### src/rtl/if_stage.sv
`default_nettype none
// ============================================================================
// Module      : if_stage
// Description : MIPS32 instruction-fetch stage. Owns the PC and the IF/ID
//               register and fetches over a single-outstanding imem handshake.
//               Redirects and memory wait states insert NOP bubbles.
// Revision    : 1.0 - initial release
// ============================================================================
module if_stage #(
  parameter logic [31:0] RESET_PC = 32'h0000_0000
) (
  input  logic        clock,
  input  logic        reset,
  input  logic        PCWrite,
  input  logic        IFID_Write,
  input  logic        Branched,
  input  logic [31:0] branch_target,
  input  logic        Jump,
  input  logic [25:0] jump_index,
  output logic        imem_req,
  output logic [31:0] imem_addr,
  input  logic        imem_ready,
  input  logic        imem_rvalid,
  input  logic [31:0] imem_rdata,
  output logic [31:0] IF_ID_instr,
  output logic [31:0] IF_ID_PC_plus4,
  output logic        IF_ID_valid,
  output logic        fetch_stall
);

  typedef enum logic [1:0] {
    S_REQ  = 2'd0,
    S_WAIT = 2'd1,
    S_HAVE = 2'd2,
    S_DROP = 2'd3
  } state_t;

  state_t      r_state, w_stateNext;
  logic [31:0] r_pc, w_pcNext;
  logic [31:0] r_ifInstr, w_instrNext;
  logic [31:0] r_ifPc4, w_pc4Next;
  logic        r_ifValid, w_validNext;
  logic [31:0] r_hold, w_holdNext;

  logic        w_redirect;
  logic [31:0] w_target;
  logic        w_available;
  logic        w_inFlight;
  logic [31:0] w_instr;
  logic [31:0] w_pcPlus4;

  // Redirect decode and instruction availability; the branch is older than the jump so it wins
  always_comb begin
    w_redirect  = Branched | Jump;
    w_target    = Branched ? branch_target : {r_ifPc4[31:28], jump_index, 2'b00};
    w_available = ((r_state == S_REQ) & imem_ready & imem_rvalid) |
                  ((r_state == S_WAIT) & imem_rvalid) |
                  (r_state == S_HAVE);
    // A request accepted with no response yet still owes one beat that must be dropped
    w_inFlight  = ((r_state == S_WAIT) & ~imem_rvalid) |
                  ((r_state == S_REQ) & imem_ready & ~imem_rvalid);
    w_instr     = (r_state == S_HAVE) ? r_hold : imem_rdata;
    w_pcPlus4   = r_pc + 32'd4;
  end

  // Next-state, PC and IF/ID update selection
  always_comb begin
    w_stateNext = r_state;
    w_pcNext    = r_pc;
    w_instrNext = r_ifInstr;
    w_pc4Next   = r_ifPc4;
    w_validNext = r_ifValid;
    w_holdNext  = r_hold;
    if (w_redirect) begin
      w_pcNext    = w_target;
      w_instrNext = 32'h0;
      w_validNext = 1'b0;
      if (w_inFlight) begin
        w_stateNext = S_DROP;
      end else if ((r_state == S_DROP) && !imem_rvalid) begin
        // The owed response has not arrived yet, keep waiting to discard it
        w_stateNext = S_DROP;
      end else begin
        w_stateNext = S_REQ;
      end
    end else if (r_state == S_DROP) begin
      if (imem_rvalid) begin
        w_stateNext = S_REQ;
      end
      if (IFID_Write) begin
        w_instrNext = 32'h0;
        w_validNext = 1'b0;
      end
    end else if (w_available) begin
      if (IFID_Write) begin
        w_instrNext = w_instr;
        w_pc4Next   = w_pcPlus4;
        w_validNext = 1'b1;
        if (PCWrite) begin
          w_pcNext = w_pcPlus4;
        end
        w_stateNext = S_REQ;
      end else begin
        if (r_state != S_HAVE) begin
          w_holdNext = imem_rdata;
        end
        w_stateNext = S_HAVE;
      end
    end else begin
      if ((r_state == S_REQ) && imem_ready) begin
        w_stateNext = S_WAIT;
      end
      if (IFID_Write) begin
        w_instrNext = 32'h0;
        w_validNext = 1'b0;
      end
    end
  end

  // State, PC, hold and IF/ID registers with asynchronous reset
  always_ff @(posedge clock or posedge reset) begin
    if (reset) begin
      r_state   <= S_REQ;
      r_pc      <= RESET_PC;
      r_ifInstr <= 32'h0;
      r_ifPc4   <= 32'h0;
      r_ifValid <= 1'b0;
      r_hold    <= 32'h0;
    end else begin
      r_state   <= w_stateNext;
      r_pc      <= w_pcNext;
      r_ifInstr <= w_instrNext;
      r_ifPc4   <= w_pc4Next;
      r_ifValid <= w_validNext;
      r_hold    <= w_holdNext;
    end
  end

  assign imem_req       = (r_state == S_REQ);
  assign imem_addr      = r_pc;
  assign IF_ID_instr    = r_ifInstr;
  assign IF_ID_PC_plus4 = r_ifPc4;
  assign IF_ID_valid    = r_ifValid;
  assign fetch_stall    = ~w_available & ~w_redirect;

endmodule
`default_nettype wire

### config.mk
export PLATFORM = sky130hd
export DESIGN_NAME = if_stage
export DESIGN_NICKNAME = d
export VERILOG_FILES = /design/src/rtl/if_stage.sv
export SDC_FILE = /design/constraint.sdc
export NUM_CORES = 1
export LEC_CHECK = 0
export ABC_AREA = 1
export BUFFER_PORTS_ARGS = -buffer_cell sky130_fd_sc_hd__buf_2
export CAP_MARGIN = 30
export CORE_MARGIN = 4
export CORE_UTILIZATION = 49
export CTS_CLUSTER_SIZE = 24
export DETAILED_ROUTE_END_ITERATION = 7
export PLACE_DENSITY = 0.76
export SLEW_MARGIN = 20
export SYNTH_ARGS = -nofsm -noshare
export SYNTH_HDL_FRONTEND = slang
export SYNTH_SLANG_ARGS = --single-unit
### constraint.sdc
create_clock -name clock -period 8.75 [get_ports clock]
set_input_delay 2.625 -clock clock [delete_from_list [all_inputs] [get_ports clock]]
set_output_delay 2.625 -clock clock [all_outputs]
set_load 0.005 [all_outputs]
==> flow_summary.json, run 1 <==
{
  "status": "complete, no violations",
  "core-area_sq_um": 13400,
  "worstHoldPathCells": 2,
  "ant_nets": 0,
  "end_kind": "output port",
  "reg2reg_depth": 9,
  "tightest_slew_ns": 0.888,
  "row_count": 42,
  "path_clk_slew_ns": 0.05,
  "clock_path_buffers": 2,
  "synth.net_count": 1064,
  "p_sw_mw": 0.587,
  "synth_area_per_cell_sq_um": 7.06,
  "drive_gt1_frac": 0.210,
  "gp_congestion": 0.911,
  "chipHeight_um": 126,
  "hold_slack_ns": 0.470,
  "power_density_nw_per_um2": 221,
  "criticalPathCategory": "primary input to output port",
  "finalNetCount": 1242,
  "power_leakage_nw": 4.64,
  "crit_arrival_ns": 3.67,
  "setup_ws_ns": 2.45,
  "finalCritPeriodShare": 0.720,
  "drc": 0,
  "min_period_ns": 6.30,
  "cp-start-kind": "primary input",
  "synth_cells": 965,
  "numPortBuffers": 196,
  "pwr-share-comb": 0.210,
  "cts_made_buffers": 17,
  "fin_setup_tns_ns": 0,
  "grt_usage": 0.247,
  "r2r_slack_ns": 6.69,
  "wl_per_cell_um": 14.5,
  "drt-total-wl_mm": 19.4,
  "ios": 197,
  "dpl_worst_slack_ns": 2.45,
  "fin_skew_ns": 0.00574,
  "slew_viol_final": 0,
  "cap_viol_max_count": 0,
  "finalSetupViolCount": 0,
  "fin_total_pwr_mw": 1.87,
  "fin_cells": 1334,
  "post_cts.repair.setup_buffers": 0,
  "final-hold-violation-count": 0,
  "seq_power_share": 0.439,
  "critPathMaxFanout": 38,
  "ir_drop_uv": 138,
  "h-tree-depth": 4,
  "place_hpwl_mm": 13.5,
  "post-place-cells": 1299,
  "dr_total_vias": 6746,
  "grt_pass1_wl_mm": 31.7,
  "max_freq_ghz": 0.159,
  "synthToLayoutAreaGrowth_pct": 24.0,
  "grt_pass1_vias": 6305,
  "die_w_um": 126,
  "synthesis.area_sq_um": 6810,
  "postCtsHoldBufs": 0,
  "clock_latency_ns": 0.42,
  "die-area_sq_um": 15800,
  "synth.distinct_cells": 29,
  "gr-total-overflow": 0,
  "initial_core_util": 0.508,
  "cts_sinks": 131,
  "drt_iter0_drc": 506,
  "switching_share": 0.315,
  "min_path_type": "flop to flop",
  "cts_root_buf": "clkbuf_16",
  "rsz0062_at_grt": "false",
  "antenna_found_initial": 3,
  "synth_seq_area_share": 0.481,
  "dr.pass1.iters": 5,
  "cts_resized": 0,
  "worstPathRequired_ns": 6.12,
  "max-slew-margin-rel": 0.406,
  "p_int_mw": 1.28,
  "cts_tree": "built",
  "grt_max_degree": 71,
  "synth-seq-cells": 131,
  "vias_per_cell": 5.06,
  "clkPwrFrac": 0.350,
  "yosys_warnings": 0
}
-- cell type report --
type / count / area [sq um]
Antenna cell: 3 / 7.51
Clock buffer: 19 / 433
Clock inverter: 12 / 110
Fill cell: 1241 / 4950
Inverter: 81 / 309
Multi-Input combinational cell: 709 / 3040
Sequential cell: 131 / 3280
Tap cell: 176 / 220
Timing Repair Buffer: 203 / 1050
-- power groups by stage --
| stage | registers, mW | clock network [mW] | logic [mW] |
|---|---|---|---|
| 2_1_floorplan | 0.816 | 0 | 0.224 |
| 4_1_cts | 0.818 | 0.660 | 0.396 |
| 6_report | 0.820 | 0.655 | 0.393 |
| 5_1_grt | 0.837 | 0.696 | 0.453 |
| 3_3_place_gp | 0.824 | 0 | 0.383 |
| 3_5_place_dp | 0.825 | 0 | 0.394 |
-- worst max-delay path, cell delays in order --
cell,delay (ns)
buf_2,0.58
nor2_4,0.12
nand2_1,0.13
inv_1,0.08
buf_2,0.13
-- flip-flops by register name (all words and copies together) (netlist names) --
| register | cells |
|---|---|
| IF_ID_PC_plus4 | 32 |
| IF_ID_instr | 32 |
| imem_addr | 32 |
| r_hold | 32 |
| r_state | 2 |
| IF_ID_valid | 1 |
-- stage by stage --
step / instance area [sq um] / util
after floorplan: 6810 / -
after global placement: 7870 / 0.587
after detailed placement: 7870 / 0.587
after CTS: 8410 / 0.628
after global routing: 8450 / 0.630
final: 8450 / 0.630
-- path summary, 6_finish.rpt --
check | from | end
worst max-delay path | Branched | fetch_stall
worst min-delay path | IF_ID_PC_plus4[15] | IF_ID_PC_plus4[15]
worst max register to register | r_state[0] | IF_ID_instr[13]
worst min register to register | IF_ID_PC_plus4[15] | IF_ID_PC_plus4[15]
max in group asynchronous | reset | imem_addr[31]
min in group asynchronous | reset | r_hold[22]
-- cell usage after synthesis, drive strengths merged --
cell    instances  area, sq um
nand2         409         1540
buf            13         75.1
nand4           4         31.3
a22oi           2         15.0
clkinv          1         3.75
o21ai         133          666
nor2           81          319
or2             2         12.5
inv            80          300
xor2            3         26.3
xnor2           3         26.3
o311ai          1         8.76
nand3          42          210
nor3            2         21.3
o211ai          5         37.5
clkbuf         31          116
nand3b          3         22.5
ha              1         12.5
a21oi          18         90.1
dfrtp         131         3280
-- kinds of logic after synthesis --
group / share of synthesized area
flip-flops: 0.481
XOR/XNOR: 0.00772
AND/OR/NAND/NOR: 0.316
AO/OA/AOI/OAI: 0.120
adder cells (fa/ha/maj): 0.00184
buffers and inverters: 0.0728
-- routing by layer --
| metal | track usage | vias up | share of wire | wire length (um) |
|---|---|---|---|---|
| li1 | - | 3397 | - | - |
| met1 | 0.344 | 3057 | 0.44 | 8480 |
| met2 | 0.380 | 260 | 0.46 | 8860 |
| met3 | 0.0631 | 32 | 0.081 | 1570 |
| met4 | 0.0839 | 0 | 0.023 | 440 |
| met5 | 0 | - | 0 | 0 |
-- cell usage in the layout (no fill, tap or decap), drive strengths merged --
| master | synthesis | layout |
|---|---|---|
| buf | 13 | 203 |
| o21ai | 133 | 133 |
| a22oi | 2 | 2 |
| or2 | 2 | 2 |
| nor2 | 81 | 81 |
| dfrtp | 131 | 131 |
| bufinv | 0 | 1 |
| xnor2 | 3 | 3 |
| nand4 | 4 | 4 |
| xor2 | 3 | 3 |
| nand3b | 3 | 3 |
| nand3 | 42 | 42 |
| diode | 0 | 3 |
| o211ai | 5 | 5 |
| nor3 | 2 | 2 |
| ha | 1 | 1 |
| o311ai | 1 | 1 |
| nand2 | 409 | 409 |
| clkbuf | 31 | 19 |
| a21oi | 18 | 18 |
| inv | 80 | 82 |
| clkinv | 1 | 6 |
| clkinvlp | 0 | 4 |
(Power assumes the default switching activity.)
==> run 2: changes to the inputs <==
==> constraint.sdc (replaced) <==
create_clock -name clock -period 6.3 [get_ports clock]
set_input_delay 1.89 -clock clock [delete_from_list [all_inputs] [get_ports clock]]
set_output_delay 1.89 -clock clock [all_outputs]
set_load 0.005 [all_outputs]
==> run 2 against run 1 <==
Register-to-register slack lost 2.7 ns. Utilization grew 0.85 points. Via count increased by 0.92%. Cell count rose by 0.30%. Design area up 1.3%. Die area unchanged. Clock skew up 0.0024 ns. Largest power group unchanged. Worst setup slack lost 0.72 ns.
==> flow_summary.json, run 2 (synthesis gave the netlist of run 1 again) <==
{
  "status": "complete, no violations",
  "drc": 0,
  "finalSetupViolCount": 0,
  "switching_share": 0.304,
  "drt_iter0_drc": 594,
  "cts_made_buffers": 17,
  "dr_total_vias": 6808,
  "wl_per_cell_um": 14.7,
  "grt_max_degree": 64,
  "die_w_um": 126,
  "core-area_sq_um": 13400,
  "dr.pass1.iters": 6,
  "wl_met1_mm": 8.57,
  "most-common-layout-cells": "nand2_1, buf_2, dfrtp_1",
  "row_count": 42,
  "ant_nets": 0,
  "finalNetCount": 1246,
  "grt_usage": 0.253,
  "synthToLayoutAreaGrowth_pct": 25.7,
  "rsz0062_at_grt": "false",
  "grt_pass1_vias": 6477,
  "dr_wl_met3_mm": 1.58,
  "slew_viol_final": 0,
  "nFillCells": 1183,
  "criticalPathCategory": "primary input to output port",
  "fin_setup_tns_ns": 0,
  "gp_congestion": 0.927,
  "die-area_sq_um": 15800,
  "clkPwrFrac": 0.375,
  "min_period_ns": 4.57,
  "initial_core_util": 0.508,
  "mostFrequentLayoutCell": "nand2_1",
  "seq_power_share": 0.421,
  "reg2reg_depth": 11,
  "r2r_slack_ns": 4.04,
  "setup_ws_ns": 1.73,
  "min_path_type": "flop to flop",
  "place_hpwl_mm": 13.8,
  "finalCritPeriodShare": 0.725,
  "clock_path_buffers": 2,
  "path_clk_slew_ns": 0.06,
  "crit_buf_inv": 4,
  "max-slew-margin-rel": 0.441,
  "clock_latency_ns": 0.42,
  "cap_viol_max_count": 0,
  "chipHeight_um": 126,
  "h-tree-depth": 4,
  "p_sw_mw": 0.821,
  "power_leakage_nw": 4.71,
  "postCtsHoldBufs": 0,
  "power_density_nw_per_um2": 316,
  "min_to": "IF_ID_PC_plus4[17]",
  "grt_pass1_wl_mm": 32.3,
  "cts_tree": "built",
  "gr-total-overflow": 0,
  "slowest_delay_ns": 0.14,
  "post_cts.repair.setup_buffers": 0,
  "cpMostUsedCell": "nand2_1",
  "final-seq-area_sq_um": 3280,
  "pwr-share-comb": 0.204,
  "drt-total-wl_mm": 19.7,
  "multiInputGateArea_sq_um": 3040,
  "ir_drop_uv": 166,
  "cts_resized": 0,
  "max_freq_ghz": 0.219,
  "crit_path_top_delay_cell": "nand2_1",
  "critPathMaxFanout": 4,
  "hold_path_startpoint": "IF_ID_PC_plus4[17]",
  "worstPathRequired_ns": 4.41,
  "end_kind": "output port",
  "ios": 197,
  "dpl_worst_slack_ns": 1.75,
  "tightest_slew_ns": 0.833,
  "crit_arrival_ns": 2.68,
  "r2r_start": "r_state[0]",
  "worstHoldPathCells": 2,
  "cpLargestDelayFamily": "simple AND/OR/NAND/NOR gates",
  "p_int_mw": 1.88,
  "wl_met2_mm": 9.08,
  "numPortBuffers": 196,
  "vias_per_cell": 5.09,
  "fin_skew_ns": 0.00814,
  "cts_sinks": 131,
  "drive_gt1_frac": 0.215,
  "r2r_end": "IF_ID_instr[25]",
  "highest_layer": "met4",
  "final-hold-violation-count": 0,
  "antenna_found_initial": 2,
  "worstPathCellList": "buf_2 > inv_1 > nand2_2 > nand2_1 > nand2_1 > nand2_1 > nand2_1 > inv_1 > buf_2",
  "cp-start-kind": "primary input",
  "cts_root_buf": "clkbuf_16"
}
==> run 2: cell types whose count changed in the layout (fill, tap and decap cells not counted) <==
cell,previous run,this run
buf_4,6,9
bufinv_16,1,3
clkbuf_8,0,2
clkinvlp_4,4,2
buf_16,1,2
clkbuf_1,2,1
clkinv_4,2,3
diode_2,3,2
inv_2,2,3
inv_4,2,1
inv_6,2,1
==> run 2: area by class of cell <==
cell class / count / area share
inverter: 81 / 0.0358
timing repair buffer: 207 / 0.129
clock buffer: 20 / 0.0533
clock inverter: 12 / 0.0181
tap: 176 / 0.0257
sequential: 131 / 0.383
antenna: 2 / 0.000585
multi-input combinational: 709 / 0.355
==> run 2: metal layers <==
metal | vias up | track usage
li1 | 3407 | -
met1 | 3109 | 0.348
met2 | 258 | 0.394
met3 | 34 | 0.0622
met4 | 0 | 0.0890
met5 | - | 0
==> run 2: worst max-delay path by stage <==
stage	startpoint	to	slack (ns)	cells after the start
6_report	imem_ready	fetch_stall	1.73	9
5_1_grt	imem_ready	fetch_stall	1.63	9
4_1_cts	imem_ready	fetch_stall	1.75	9
3_5_place_dp	imem_ready	fetch_stall	1.75	9
3_3_place_gp	imem_ready	fetch_stall	1.77	9
2_1_floorplan	reset	IF_ID_PC_plus4[0]	0.91	1
==> run 2: worst reg2reg max path: stages, from the launching register on <==
cell and delay [ns]:
dfrtp_1 0.41, inv_2 0.07, nand2_2 0.10, nand2_1 0.06
nand2_1 0.05, nand2_1 0.11, nor3_4 0.13, buf_4 0.35
inv_2 0.27, buf_16 0.25, buf_16 0.17, o21ai_0 0.20
==> run 2: power by group through the flow <==
stage	sequential (mW)	clock, mW	combinational [mW]
finish	1.14	1.02	0.552
global route	1.16	1.07	0.635
CTS	1.14	1.03	0.558
detailed placement	1.15	0	0.554
global placement	1.14	0	0.534
floorplan	1.13	0	0.312
==> run 2: through the flow <==
stage | utilization | power (mW) | cell area, sq um | cells | hold slack (ns)
after CTS | 0.639 | 2.72 | 8560 | 1336 | 0.469
after detailed placement | 0.593 | 1.70 | 7950 | 1304 | 0.455
after global placement | 0.589 | 1.68 | 7890 | 1302 | 0.454
after floorplan | - | 1.44 | 6810 | 965 | 0.448
after global routing | 0.639 | 2.87 | 8560 | 1338 | 0.483
final | 0.639 | 2.71 | 8560 | 1338 | 0.463
==> run 3: changes to the inputs <==
--- a/config.mk
+++ b/config.mk
@@ -5,14 +5,14 @@
 export SDC_FILE = /design/constraint.sdc
 export NUM_CORES = 1
 export LEC_CHECK = 0
-export ABC_AREA = 1
+export ABC_AREA = 0
 export BUFFER_PORTS_ARGS = -buffer_cell sky130_fd_sc_hd__buf_2
 export CAP_MARGIN = 30
 export CORE_MARGIN = 4
-export CORE_UTILIZATION = 49
+export CORE_UTILIZATION = 47
 export CTS_CLUSTER_SIZE = 24
 export DETAILED_ROUTE_END_ITERATION = 7
-export PLACE_DENSITY = 0.76
+export PLACE_DENSITY = 0.77
 export SLEW_MARGIN = 20
 export SYNTH_ARGS = -nofsm -noshare
 export SYNTH_HDL_FRONTEND = slang
==> constraint.sdc (replaced) <==
create_clock -name clock -period 4.2 [get_ports clock]
set_input_delay 1.26 -clock clock [delete_from_list [all_inputs] [get_ports clock]]
set_output_delay 1.26 -clock clock [all_outputs]
set_load 0.005 [all_outputs]
==> run 3 against run 2 <==
Sequential share of layout area rose by 1.1 points. Via count fell by 19%. Clock skew barely moved. Largest cell class unchanged. Largest power group unchanged. Critical endpoint unchanged. Design area fell by 2.7%. Die area rose by 0.31%. Non-clock buffer count rose by 3.
==> flow_summary.json, run 3 <==
{
  "criticalPathCategory": "primary input to output port",
  "ys.flop_type": "dfrtp_1",
  "cp-start-kind": "primary input",
  "grt_max_degree": 59,
  "max-slew-margin-rel": 0.564,
  "finalNetCount": 910,
  "fin_setup_tns_ns": 0,
  "reg2reg_depth": 6,
  "cts_tree": "built",
  "numPortBuffers": 196,
  "initial_core_util": 0.487,
  "final-seq-area_sq_um": 3280,
  "async_reset_ff_frac": 1.00,
  "synth_top_area_frac": 0.500,
  "grt_usage": 0.224,
  "drt-total-wl_mm": 17.9,
  "cap_viol_max_count": 0,
  "synthesis.area_sq_um": 6550,
  "cts_sinks": 131,
  "nFillCells": 1167,
  "synth-seq-cells": 131,
  "ant_nets": 0,
  "tightest_slew_ns": 0.653,
  "antenna_found_initial": 3,
  "grt_pass1_vias": 5432,
  "drc": 0,
  "synth_cells": 625,
  "die_w_um": 126,
  "fin_skew_ns": 0.00808,
  "power_density_nw_per_um2": 479,
  "dr.pass1.iters": 5,
  "grt_pass1_wl_mm": 28.5,
  "clock_path_buffers": 2,
  "rsz0062_at_grt": "false",
  "row_count": 42,
  "synth.distinct_cells": 56,
  "power_leakage_nw": 4.01,
  "cts_made_buffers": 17,
  "slew_viol_final": 0,
  "status": "complete, no violations",
  "cts_root_buf": "clkbuf_16",
  "h-tree-depth": 4,
  "ios": 197,
  "synthTopCellsByArea": "dfrtp_1, mux2_2, o21ai_0",
  "vias_per_cell": 5.52,
  "postCtsHoldBufs": 0,
  "drt_iter0_drc": 285,
  "finalCritPeriodShare": 0.846,
  "r2r_end": "imem_addr[22]",
  "die-area_sq_um": 15900,
  "cts_resized": 0,
  "synth_common_cells": "dfrtp_1, nand2_1, o21ai_0, mux2_2, mux2i_1",
  "yosys_warnings": 0,
  "place_hpwl_mm": 13.0,
  "gr-total-overflow": 0,
  "yosysTopAreaCell": "dfrtp_1",
  "r2r_slack_ns": 1.89,
  "drive_gt1_frac": 0.354,
  "synth.net_count": 724,
  "min_path_type": "flop to flop",
  "clock_latency_ns": 0.42,
  "max_freq_ghz": 0.281,
  "yosysMostFrequentCell": "dfrtp_1",
  "crit_arrival_ns": 2.29,
  "chipHeight_um": 126,
  "min_to": "IF_ID_PC_plus4[2]",
  "mostFrequentLayoutCell": "buf_2",
  "wl_per_cell_um": 17.9,
  "finalSetupViolCount": 0,
  "multiInputGateArea_sq_um": 3080,
  "synthToLayoutAreaGrowth_pct": 27.1,
  "path_clk_slew_ns": 0.06,
  "r2r_start": "imem_addr[2]",
  "synth_area_per_cell_sq_um": 10.5,
  "end_kind": "output port",
  "hold_slack_ns": 0.474,
  "post_cts.repair.setup_buffers": 0,
  "critPathMaxFanout": 4,
  "dr_total_vias": 5525,
  "synth_edf_count": 0,
  "worstPathRequired_ns": 2.94,
  "hold_path_startpoint": "IF_ID_PC_plus4[2]",
  "synth_seq_area_share": 0.500,
  "min_period_ns": 3.55,
  "core-area_sq_um": 13500,
  "worstHoldPathCells": 2,
  "final-hold-violation-count": 0,
  "gp_congestion": 0.828,
  "most-common-layout-cells": "buf_2, dfrtp_1, nand2_1",
  "ir_drop_uv": 305
}
[run 3: per-stage QoR]
stage          cell area [sq um]  setup slack [ns]   util  total power [mW]  cells
5_1_grt                     8330             0.584  0.619              4.20   1001
3_5_place_dp                7720             0.691  0.574              2.47    968
6_report                    8330             0.647  0.619              3.99   1001
3_3_place_gp                7720             0.743  0.574              2.44    968
2_1_floorplan               6560             0.797      -              2.13    625
4_1_cts                     8330             0.686  0.619              4.02   1000
[run 3: layout make-up]
cell class,instances,share of cell area
tap,176,0.0264
timing repair buffer,210,0.133
antenna,1,0.000300
clock inverter,10,0.0188
sequential,131,0.394
clock buffer,22,0.0545
multi-input combinational,446,0.370
inverter,5,0.00270
[run 3: where the power goes]
part	internal, mW	switching, mW	leakage, nW
Combinational	0.381	0.368	2.06
Sequential	1.51	0.188	1.65
Clock	1.01	0.535	0.298
Total	2.90	1.09	4.01
[run 3: cell families after synthesis]
kind of cell,share of synthesized area
muxes,0.111
xor gates and xnor gates,0.0535
DFF,0.500
adders and majority gates,0.00191
AOI/OAI and AO/OA,0.149
and+or+nand+nor,0.151
buffers and inverters,0.0330
[run 3: how the worst max path moves through the flow]
stage | start | end | slack, ns | depth (start not counted)
final | imem_ready | fetch_stall | 0.65 | 5
after global routing | imem_ready | fetch_stall | 0.58 | 5
after CTS | imem_ready | fetch_stall | 0.69 | 5
after detailed placement | imem_ready | fetch_stall | 0.69 | 5
after global placement | imem_ready | fetch_stall | 0.74 | 5
after floorplan | Branched | fetch_stall | 0.80 | 5
[run 3: layer usage]
metal | up-vias | part of all wire | track usage
li1 | 2622 | - | -
met3 | 30 | 0.074 | 0.0627
met1 | 2654 | 0.45 | 0.306
met5 | - | 0.0012 | 0
met4 | 4 | 0.019 | 0.0738
met2 | 215 | 0.46 | 0.348
[run 3: critical path, stage by stage]
cell and delay (ns):
buf_2 0.12, o21ai_0 0.39, o21ai_0 0.26, nor2_1 0.14, buf_2 0.12
